**config.mk**
```make
export PLATFORM = sky130hd
export DESIGN_NAME = debounce_sync_flat
export DESIGN_NICKNAME = d
export VERILOG_FILES = /design/src/rtl/debounce_pkg.sv /design/src/rtl/debounce_sync_if.sv /design/src/rtl/bit_synchronizer.sv /design/src/rtl/debounce_sync.sv /design/src/flat_wrapper.sv
export SDC_FILE = /design/constraint.sdc
export NUM_CORES = 1
export LEC_CHECK = 0
export ABC_AREA = 0
export CAP_MARGIN = 20
export CORE_MARGIN = 5
export CORE_UTILIZATION = 31
export DETAILED_ROUTE_END_ITERATION = 8
export PLACE_DENSITY = 0.58
export SLEW_MARGIN = 10
export SYNTH_ARGS = -nofsm -noshare
export SYNTH_HDL_FRONTEND = slang
export SYNTH_SLANG_ARGS = --single-unit
```
**constraint.sdc**
```tcl
create_clock -name clk -period 1.61 [get_ports clk]
set_clock_uncertainty 0.2 [all_clocks]
set_input_delay 0.322 -clock clk [delete_from_list [all_inputs] [get_ports clk]]
set_output_delay 0.322 -clock clk [all_outputs]
set_load 0.1 [all_outputs]
```
**src/rtl/debounce_pkg.sv**
```systemverilog
// debounce_pkg: qualifier FSM encoding and legal parameter ranges
// shared by the debounce/synchronizer slice.
package debounce_pkg;

    typedef enum logic [1:0] {
        STABLE_LO = 2'd0,
        QUAL_HI   = 2'd1,
        STABLE_HI = 2'd2,
        QUAL_LO   = 2'd3
    } state_t;

    localparam int SYNC_STAGES_MIN = 2;
    localparam int SYNC_STAGES_MAX = 4;
    localparam int STABLE_CNT_MIN  = 2;
    localparam int STABLE_CNT_MAX  = 65535;

    function automatic logic params_legal(
        input int sync_stages,
        input int stable_cnt
    );
        return (sync_stages >= SYNC_STAGES_MIN)
            && (sync_stages <= SYNC_STAGES_MAX)
            && (stable_cnt >= STABLE_CNT_MIN)
            && (stable_cnt <= STABLE_CNT_MAX);
    endfunction

endpackage

```
**src/rtl/debounce_sync_if.sv**
```systemverilog
// debounce_sync_if: raw input in, clean level and edge pulses out.
// master drives din, slave is the debouncer.
interface debounce_sync_if;
    logic din;
    logic q;
    logic rise;
    logic fall;
    logic busy;

    modport master (
        output din,
        input  q,
        input  rise,
        input  fall,
        input  busy
    );

    modport slave (
        input  din,
        output q,
        output rise,
        output fall,
        output busy
    );
endinterface

```
**src/rtl/bit_synchronizer.sv**
```systemverilog
// bit_synchronizer: STAGES-deep flop chain bringing an asynchronous
// bit into the clk domain; clears to 0.
module bit_synchronizer #(
    parameter int STAGES = 2
) (
    input  logic clk,
    input  logic clr_n,
    input  logic d,
    output logic q
);
    logic [STAGES-1:0] ff;

    always_ff @(posedge clk or negedge clr_n) begin
        if (!clr_n) begin
            ff <= '0;
        end else begin
            ff <= {ff[STAGES-2:0], d};
        end
    end

    assign q = ff[STAGES-1];
endmodule

```
**src/rtl/debounce_sync.sv**
```systemverilog
// debounce_sync: synchronizes din, then accepts a level change only
// after STABLE_CNT identical samples; emits registered q/rise/fall/busy.
module debounce_sync
    import debounce_pkg::*;
#(
    parameter int SYNC_STAGES = 2,
    parameter int STABLE_CNT  = 16
) (
    input  logic           clk,
    input  logic           clr_n,
    debounce_sync_if.slave bus
);
    localparam int CNT_W = $clog2(STABLE_CNT);
    localparam logic [CNT_W-1:0] CNT_LAST = CNT_W'(STABLE_CNT - 1);
    localparam logic [CNT_W-1:0] CNT_ONE  = CNT_W'(1);

    logic             s;
    state_t           state;
    logic [CNT_W-1:0] cnt;
    logic             q_r;
    logic             rise_r;
    logic             fall_r;
    logic             busy_r;

    bit_synchronizer #(
        .STAGES(SYNC_STAGES)
    ) u_sync (
        .clk   (clk),
        .clr_n (clr_n),
        .d     (bus.din),
        .q     (s)
    );

    always_ff @(posedge clk or negedge clr_n) begin
        if (!clr_n) begin
            state  <= STABLE_LO;
            cnt    <= '0;
            q_r    <= 1'b0;
            rise_r <= 1'b0;
            fall_r <= 1'b0;
            busy_r <= 1'b0;
        end else begin
            rise_r <= 1'b0;
            fall_r <= 1'b0;
            unique case (state)
                STABLE_LO: begin
                    if (s) begin
                        state  <= QUAL_HI;
                        cnt    <= CNT_ONE;
                        busy_r <= 1'b1;
                    end
                end
                QUAL_HI: begin
                    if (!s) begin
                        state  <= STABLE_LO;
                        cnt    <= '0;
                        busy_r <= 1'b0;
                    end else if (cnt == CNT_LAST) begin
                        state  <= STABLE_HI;
                        cnt    <= '0;
                        q_r    <= 1'b1;
                        rise_r <= 1'b1;
                        busy_r <= 1'b0;
                    end else begin
                        cnt <= cnt + 1'b1;
                    end
                end
                STABLE_HI: begin
                    if (!s) begin
                        state  <= QUAL_LO;
                        cnt    <= CNT_ONE;
                        busy_r <= 1'b1;
                    end
                end
                QUAL_LO: begin
                    if (s) begin
                        state  <= STABLE_HI;
                        cnt    <= '0;
                        busy_r <= 1'b0;
                    end else if (cnt == CNT_LAST) begin
                        state  <= STABLE_LO;
                        cnt    <= '0;
                        q_r    <= 1'b0;
                        fall_r <= 1'b1;
                        busy_r <= 1'b0;
                    end else begin
                        cnt <= cnt + 1'b1;
                    end
                end
            endcase
        end
    end

    assign bus.q    = q_r;
    assign bus.rise = rise_r;
    assign bus.fall = fall_r;
    assign bus.busy = busy_r;
endmodule
```
**src/flat_wrapper.sv**
```systemverilog
// flat-port wrapper written by rule: the top's interface ports become plain ports
module debounce_sync_flat import debounce_pkg::*;
#(
    parameter int SYNC_STAGES = 2,
    parameter int STABLE_CNT  = 16
)
  (clk, clr_n, bus_din, bus_q, bus_rise, bus_fall, bus_busy);
  debounce_sync_if bus_i ();
  input  logic clk;
  input  logic clr_n;
  input wire logic [$bits(bus_i.din)-1:0] bus_din;
  output wire logic [$bits(bus_i.q)-1:0] bus_q;
  output wire logic [$bits(bus_i.rise)-1:0] bus_rise;
  output wire logic [$bits(bus_i.fall)-1:0] bus_fall;
  output wire logic [$bits(bus_i.busy)-1:0] bus_busy;
  assign bus_i.din = bus_din;
  assign bus_q = bus_i.q;
  assign bus_rise = bus_i.rise;
  assign bus_fall = bus_i.fall;
  assign bus_busy = bus_i.busy;
  debounce_sync #(.SYNC_STAGES(SYNC_STAGES), .STABLE_CNT(STABLE_CNT)) u_core (.clk(clk), .clr_n(clr_n), .bus(bus_i));
endmodule
```
== Word level (Yosys, flattened, before mapping) ==
Cells that the tools add are included.

* Input port bits: 3
* Word-level logic and storage cells: 54
* Output and inout bits: 4
* Register bits after elaboration: 12

* Equality and inequality tests: 12
* Add/subtract/negate cells: 1
* Reduce and logical (&&, ||, !) cells: 5
* Multiplexer cells: 29

{| class="wikitable"
|+ Operator list
! cell !! count
|-
| 4-bit two-way mux || 5
|-
| 4-bit one-hot mux with 4 select lines || 1
|-
| 1-bit two-way mux || 14
|-
| 2-bit two-way mux || 6
|-
| 2-bit inequality test (second input constant) || 4
|-
| 2-bit one-hot mux with 4 select lines || 1
|-
| 3-bit by 2-bit inequality test with 1-bit output (second input constant) || 2
|-
| 5-bit AND reduction || 1
|-
| 4-bit by 1-bit adder with 4-bit output (second input constant) || 1
|-
| 2-bit == test (second input constant) || 2
|-
| 4-bit == test (second input constant) || 1
|-
| 2-bit by 1-bit inequality test with 1-bit output (second input constant) || 2
|-
| 1-bit one-hot mux with 4 select lines || 1
|-
| 4-bit AND reduction || 1
|-
| 2-bit by 1-bit == test with 1-bit output (second input constant) || 1
|-
| 2-bit logical NOT || 1
|-
| 1-bit one-hot mux with 2 select lines || 1
|-
| 2-bit AND reduction || 1
|-
| 2-bit nonzero test || 1
|}

== Depth between registers and ports, before layout ==
Gate-level depths: netlist of run 1.

* Word-level depth: 4
* Depth in mapped cells: 4

== By module ==
A second synthesis of run 1 with hierarchy kept.

* Cells, all modules: 47
* Area, all modules: 528.0 µm²

{| class="wikitable"
|+ Modules (own cells, without submodules)
! module !! instances !! seq. area each (µm²) !! cells an instance !! area each (µm²)
|-
| debounce_sync || 1 || 250.2 || 45 || 478.0
|-
| bit_synchronizer || 1 || 50.0 || 2 || 50.0
|}

== Least setup slack after synthesis of run 1 ==
Ideal clock, no wire load.

* Path type: register to register
* From: reg u_core.cnt[0]
* To: reg u_core.q_r, in the netlist u_core.bus.q
* Path buffers: 0
* Stages on the path, launching flop included: 5
* Library setup time: 0.129 ns
* Path slack: 0.093 ns
* Arrival time: 1.188 ns
* Clock period less this slack: 1.517 ns
* Path through: dfrtp_1 > ha_1 > and4_1 > and3_2 > nand3b_1

* Cells in the longest elaborated chain, start to end: 3
* Elaborated cells between the ends (all ways): 4

{| class="wikitable"
|+ Ends and longest elaborated chain
! element !! RTL line !! text
|-
| from (decl) || debounce_sync.sv:19 || <nowiki>logic [CNT_W-1:0] cnt;</nowiki>
|-
| from (signal assigned) || debounce_sync.sv:65 || <nowiki>cnt <= cnt + 1'b1;</nowiki>
|-
| from (signal assigned) || debounce_sync.sv:87 || <nowiki>cnt <= cnt + 1'b1;</nowiki>
|-
| 4-bit == test * || debounce_sync.sv:58, debounce_sync.sv:80 ||
|-
| 2-bit by 1-bit inequality test with 1-bit output (no source line) || n/a ||
|-
| 5-bit AND reduction (no source line) * || n/a ||
|-
| to (signal assigned) || debounce_sync.sv:38 || <nowiki>q_r <= 1'b0;</nowiki>
|-
| to (signal assigned) || debounce_sync.sv:61 || <nowiki>q_r <= 1'b1;</nowiki>
|-
| to (signal assigned) || debounce_sync.sv:83 || <nowiki>q_r <= 1'b0;</nowiki>
|-
| to (decl) || debounce_sync.sv:20 || <nowiki>logic q_r;</nowiki>
|}

Every way passes the cells marked *; elsewhere a longest branch is shown, timed or not.
A chain may end at the register's enable or synchronous reset.

== Worst setup path in the final report of run 1 ==
* From: reg u_core.cnt[1]
* To: reg u_core.q_r, in the netlist u_core.bus.q

The elaborated chain is that of the path after synthesis.

==> flow_summary.yaml, run 1 <==
worst_setup_path:
  cp_top_family: "simple AND/OR/NAND/NOR gates"
  critPathLaunchType: "register"
  required_ns: 1.57
  r2r_end: "u_core.bus.q$_DFFE_PN0P_"
  crit_type: "reg2reg"
  end_kind: "register"
  crit_buf_inv: 0
  slowest_stage: "dfrtp_1"
  slowest_delay_ns: 0.41
  reg2reg_from: "u_core.cnt[1]$_DFFE_PN0P_"
  r2r_cells: 4
  arrival_ns: 1.46
  crit_fanout: 4
  cp_cell_sequence: "ha_1 > and4_1 > and3_2 > nand3b_1"
  r2r_setup_slack_ns: 0.11
final_layout:
  fin_cells: 74
  area_growth_pct: 33.49
  drive_gt1_share_pct: 31.03
  finalCoreUtilization_pct: 44.78
  diodes: 0
  nets: 63
die:
  dieHeight_um: 51.08
  core_mm2: 0.001559
  die_area_mm2: 0.002609
  initial_utilization_pct: 33.55
  io_pins: 7
  dieWidth_um: 51.08
  num_rows: 14
synthesis:
  syn-cell-area_um2: 523.0
  avgSynthCellArea_um2: 11.62
  synth_edf_count: 0
  ys_seq_area_share_pct: 57.42
  synth.distinct_cells: 25
  synth_top_area_share_pct: 57.42
  synth_top_area_cell: "dfrtp_1"
  yosys-top-cells-count: "dfrtp_1, and3_2"
  ys_ff_latch: 12
  synth_nets: 49
  postSynth.asyncResetShare_pct: 100.0
  syn_inst: 45
  synth_flop_cell: "dfrtp_1"
  synth_most_common_cell: "dfrtp_1"
  ys_top_cells_by_area: "dfrtp_1, and3_2, ha_1"
  ys_warn_count: 0
route:
  wl_per_cell_um: 11.81
  postRouteAntennaNets: 0
  viasPerCell: 4.973
  drt-pass1-iter-count: 3
  drtIter0Drc: 3
  drc: 0
  vias: 368
  routed_wl_um: 874
timing:
  hold_viol_final: 0
  tns_ns: 0
  fin_crit_ns: 1.505
  rsz0062_at_grt: "no"
  slew_viol_final: 0
  setup_ws_ns: 0.1051
  max_slew_margin_pct: 85.23
  max_freq_ghz: 0.6645
  finalSetupViolations: 0
  finalCritPeriodShare_pct: 93.47
  tightest_slew_ns: 0.2180
placement:
  gp_congestion: 0.7546
  dp_hpwl_um: 629
  io_buffer_count: 6
  dp_worst_setup_slack_ns: 0.1149
  placed_cells: 70
clocking:
  clock_path_buffers: 2
  post_cts_resized: 0
  clk_latency_ns: 0.27
  postCtsSetupRepairBufs: 0
  cts_tree: "built"
  htreeDepth: 1
  clock-sinks: 12
  cts_root_buf: "clkbuf_4"
  path_clk_slew_ns: 0.08
  holdBufCountCts: 0
  cts-buffers-inserted: 3
global_routing:
  grt_pass1_wl_um: 1545
  grt_pass1_vias: 331
  antenna_found_initial: 0
  track_usage_pct: 8.277
  overflow: 0
  grt_max_degree: 13
pwr:
  p_switching_uw: 166.1
  comb_power_share_pct: 13.9
  intPower_uw: 494.8
  power-per-cell-area_mw_per_mm2: 946.7
  leakagePower_nw: 0.3339
  p_seq_share_pct: 49.9
  peakVddDrop_v: 0.0003892
  switching_share_pct: 25.13
  p_clk_share_pct: 36.2
outcome:
  status: "completed"
hold_path:
  min_path_type: "in2async"
run:
  cap_violations: 0
==> worst max-delay path by stage <==
stage | from | to | slack [ns] | cells after the start
after global placement | u_core.u_sync.ff[1]$_DFF_PN0_ | u_core.cnt[3]$_DFFE_PN0P_ | 0.13 | 4
final | u_core.cnt[1]$_DFFE_PN0P_ | u_core.bus.q$_DFFE_PN0P_ | 0.11 | 4
after detailed placement | u_core.cnt[1]$_DFFE_PN0P_ | u_core.bus.q$_DFFE_PN0P_ | 0.11 | 4
after CTS | u_core.cnt[1]$_DFFE_PN0P_ | u_core.bus.q$_DFFE_PN0P_ | 0.1 | 4
after floorplan | u_core.cnt[0]$_DFFE_PN0P_ | u_core.bus.q$_DFFE_PN0P_ | 0.09 | 4
after global routing | u_core.cnt[1]$_DFFE_PN0P_ | u_core.bus.q$_DFFE_PN0P_ | 0.03 | 4
==> cell usage in the layout, fill, tap and decap left out, types with 2 or more instances in the layout <==
cell / instances
a21oi_1: 2
clkdlybuf4s50_1: 2
clkbuf_4: 3
buf_12: 4
inv_1: 2
nand4_1: 2
buf_4: 5
nor2_1: 2
dfrtp_1: 12
and3_2: 3
o21ai_0: 2
nand2_1: 2
nand3_1: 2
==> cell type report <==
| cell class | count | area, um2 |
|---|---|---|
| Sequential cell | 12 | 300.3 |
| Timing Repair Buffer | 11 | 137.6 |
| Fill cell | 150 | 860.8 |
| Tap cell | 16 | 20.02 |
| Multi-Input combinational cell | 29 | 196.4 |
| Clock buffer | 4 | 36.28 |
| Inverter | 2 | 7.507 |
==> registers in the layout, indices dropped and copies added (netlist names), named ones only <==
name / count
u_core.u_sync.ff: 2
u_core.bus.q: 1
u_core.bus.busy: 1
u_core.bus.rise: 1
u_core.state: 1
u_core.cnt: 4
u_core.bus.fall: 1
==> per-layer routing <==
layer | global-route usage [%] | routed length, um | up-vias
met5 | 0 | 0 | -
li1 | - | - | 194
met1 | 11.09 | 451 | 167
met4 | 5.381 | 7 | 0
met3 | 3.488 | 33 | 2
met2 | 10.73 | 382 | 5
==> logic make-up (layout without fill, tap and decap cells) <==
logic type / after synthesis / in the layout / synth area share [%]
AOI/OAI and AO/OA: 9 / 9 / 11.72
buffers and inverters: 4 / 17 / 5.025
xor gates and xnor gates: 1 / 1 / 1.675
and+or+nand+nor: 18 / 18 / 21.77
adders and majority gates: 1 / 1 / 2.392
DFF: 12 / 12 / 57.42
==> worst register-to-register path: stages (launching register included) <==
cell      delay (ns)
dfrtp_1         0.41
ha_1            0.21
and4_1          0.21
and3_2          0.21
nand3b_1        0.14
==> per-stage QoR <==
stage	hold WS (ns)	area, um2	total power [mW]
floorplan	-0.1736	523.0	0.3869
global placement	0.1344	661.9	0.4276
detailed placement	0.1347	661.9	0.4285
CTS	0.1288	698.2	0.6758
global route	0.1415	698.2	0.7005
finish	0.1375	698.2	0.6610
==> power groups by stage <==
stage / clock network [mW] / registers [mW] / logic, mW
after floorplan: 0 / 0.353 / 0.0338
after global placement: 0 / 0.335 / 0.0921
after detailed placement: 0 / 0.336 / 0.0929
after CTS: 0.253 / 0.330 / 0.0934
after global routing: 0.267 / 0.332 / 0.102
final: 0.239 / 0.330 / 0.0921
(Power assumes the default switching activity.)
==> inputs of run 2 (changes only) <==
--- a/config.mk
+++ b/config.mk
@@ -8,9 +8,10 @@
 export ABC_AREA = 0
 export CAP_MARGIN = 20
 export CORE_MARGIN = 5
-export CORE_UTILIZATION = 31
+export CORE_UTILIZATION = 25
+export CTS_CLUSTER_SIZE = 8
 export DETAILED_ROUTE_END_ITERATION = 8
-export PLACE_DENSITY = 0.58
+export PLACE_DENSITY = 0.5
 export SLEW_MARGIN = 10
 export SYNTH_ARGS = -nofsm -noshare
 export SYNTH_HDL_FRONTEND = slang
==> run 2 against run 1 <==
Compared with the run above:
- sequential power hardly changed
- routed wire length shrank 3.3%
- hold slack better by 0.0091 ns
- first-iteration DRC count up 130%
- clock-buffer cell count down 1
- critical path depth stayed put
- power fell by 9.8%
- worst setup slack better by 0.0027 ns
- via count shrank 0.27%
- final cell count rose by 12%
- largest cell class unchanged
- critical path type unchanged
- die area is 19% higher
==> flow_summary.yaml, run 2 (same netlist as run 1, synthesis figures left out) <==
outcome:
  status: "completed"
global_routing:
  grt_pass1_vias: 329
  overflow: 0
  grt_pass1_wl_um: 1545
  antenna_found_initial: 0
  track_usage_pct: 6.490
  grt_max_degree: 13
timing:
  rsz0062_at_grt: "no"
  slew_viol_final: 0
  finalCritPeriodShare_pct: 93.30
  max_slew_margin_pct: 84.73
  hold_viol_final: 0
  finalSetupViolations: 0
  fin_crit_ns: 1.502
  tns_ns: 0
  max_freq_ghz: 0.6657
  tightest_slew_ns: 0.2255
  timing.hold.ws_ns: 0.1466
placement:
  dp_hpwl_um: 615.4
  io_buffer_count: 6
  placed_cells: 80
  gp_congestion: 0.7121
route:
  drt-pass1-iter-count: 4
  postRouteAntennaNets: 0
  drc: 0
  routed_wl_um: 845
  wl_per_cell_um: 10.18
  drtIter0Drc: 7
  vias: 367
  viasPerCell: 4.422
die:
  initial_utilization_pct: 26.39
  num_rows: 16
  dieWidth_um: 55.74
  dieHeight_um: 55.74
  io_pins: 7
  die_area_mm2: 0.003107
  core_mm2: 0.001982
clocking:
  cts_root_buf: "clkbuf_4"
  postCtsSetupRepairBufs: 0
  path_clk_slew_ns: 0.07
  htreeDepth: 1
  cts_tree: "built"
  clock_path_buffers: 2
  clk_latency_ns: 0.27
  clock-sinks: 12
  cts-buffers-inserted: 3
run:
  cap_violations: 0
worst_setup_path:
  critPathLaunchType: "register"
  arrival_ns: 1.46
  crit_type: "reg2reg"
  slowest_stage: "dfrtp_1"
  reg2reg_from: "u_core.cnt[1]$_DFFE_PN0P_"
  slowest_delay_ns: 0.41
  crit_fanout: 6
  cp_cell_sequence: "ha_2 > and4_1 > and3_2 > nand3b_1"
  required_ns: 1.56
  end_kind: "register"
  startpoint: "u_core.cnt[1]$_DFFE_PN0P_"
final_layout:
  reg_top3: "u_core.cnt x4, u_core.u_sync.ff x2"
  final_common_cell: "dfrtp_1"
  area_growth_pct: 32.54
  largest_reg_flops: 4
  diodes: 0
  finalCoreUtilization_pct: 34.97
  nets: 62
  fin_cells: 83
  drive_gt1_share_pct: 30.36
  most-common-layout-cells: "dfrtp_1, buf_12, buf_4, and3_2, clkbuf_4"
  largest-register: "u_core.cnt"
hold_path:
  min_path_type: "in2async"
pwr:
  power-per-cell-area_mw_per_mm2: 860.4
  p_total_uw: 596.4
  peakVddDrop_v: 0.0004780
  leakagePower_nw: 0.3195
run 2: changes by cell type in the layout (fill, tap and decap cells not counted):
| cell | delta |
|---|---|
| clkbuf_8 | -1 |
| ha_2 | +1 |
| buf_4 | -1 |
| ha_1 | -1 |
run 2: worst max-delay path: cells and delay by family, from the launching register on:
family / cells / cell delay [ns]
AND/OR/NAND/NOR: 3 / 0.57
flip-flops: 1 / 0.41
adder cells (fa/ha/maj): 1 / 0.21
run 2: power by group:
| part | switching, mW | internal, mW |
|---|---|---|
| Combinational | 0.0500 | 0.0398 |
| Sequential | 0.0136 | 0.316 |
| Clock | 0.0901 | 0.0865 |
| Total | 0.154 | 0.443 |
run 2: stage by stage:
stage / area (um2) / setup WS (ns)
global placement: 668.1 / 0.06785
global route: 693.2 / 0.04698
finish: 693.2 / 0.1079
floorplan: 523.0 / 0.09251
CTS: 690.7 / 0.06104
detailed placement: 668.1 / 0.07002
run 2: final timing paths:
check	endpoint	slack [ns]	cells past startpoint
worst max-delay path	u_core.bus.q$_DFFE_PN0P_	0.11	4
max in group asynchronous	u_core.u_sync.ff[1]$_DFF_PN0_	0.91	2
worst min-delay path	u_core.cnt[0]$_DFFE_PN0P_	0.15	2
worst min register to register	u_core.u_sync.ff[1]$_DFF_PN0_	0.15	0
min in group clk	u_core.u_sync.ff[1]$_DFF_PN0_	0.15	0
worst max register to register	u_core.bus.q$_DFFE_PN0P_	0.11	4
run 2: final cells by class:
class,instances,area (um2)
Sequential cell,12,300.3
Inverter,2,7.507
Fill cell,204,1289
Clock buffer,3,22.52
Multi-Input combinational cell,29,198.9
Tap cell,27,33.78
Timing Repair Buffer,10,130.1
run 2: routing by layer:
layer  up-vias  global-route usage, %  part of all wire (%)
met1       168                  7.293                    46
met3         2                  4.872                   6.9
met5         -                      0                     0
li1        189                      -                     -
met2         8                  8.953                    46
met4         0                  3.125                  0.59
run 2: timing repair:
action                                  CTS  global route
gates resized for setup                   0             1
hold buffers                              0             0
endpoints found under the setup margin    0             1
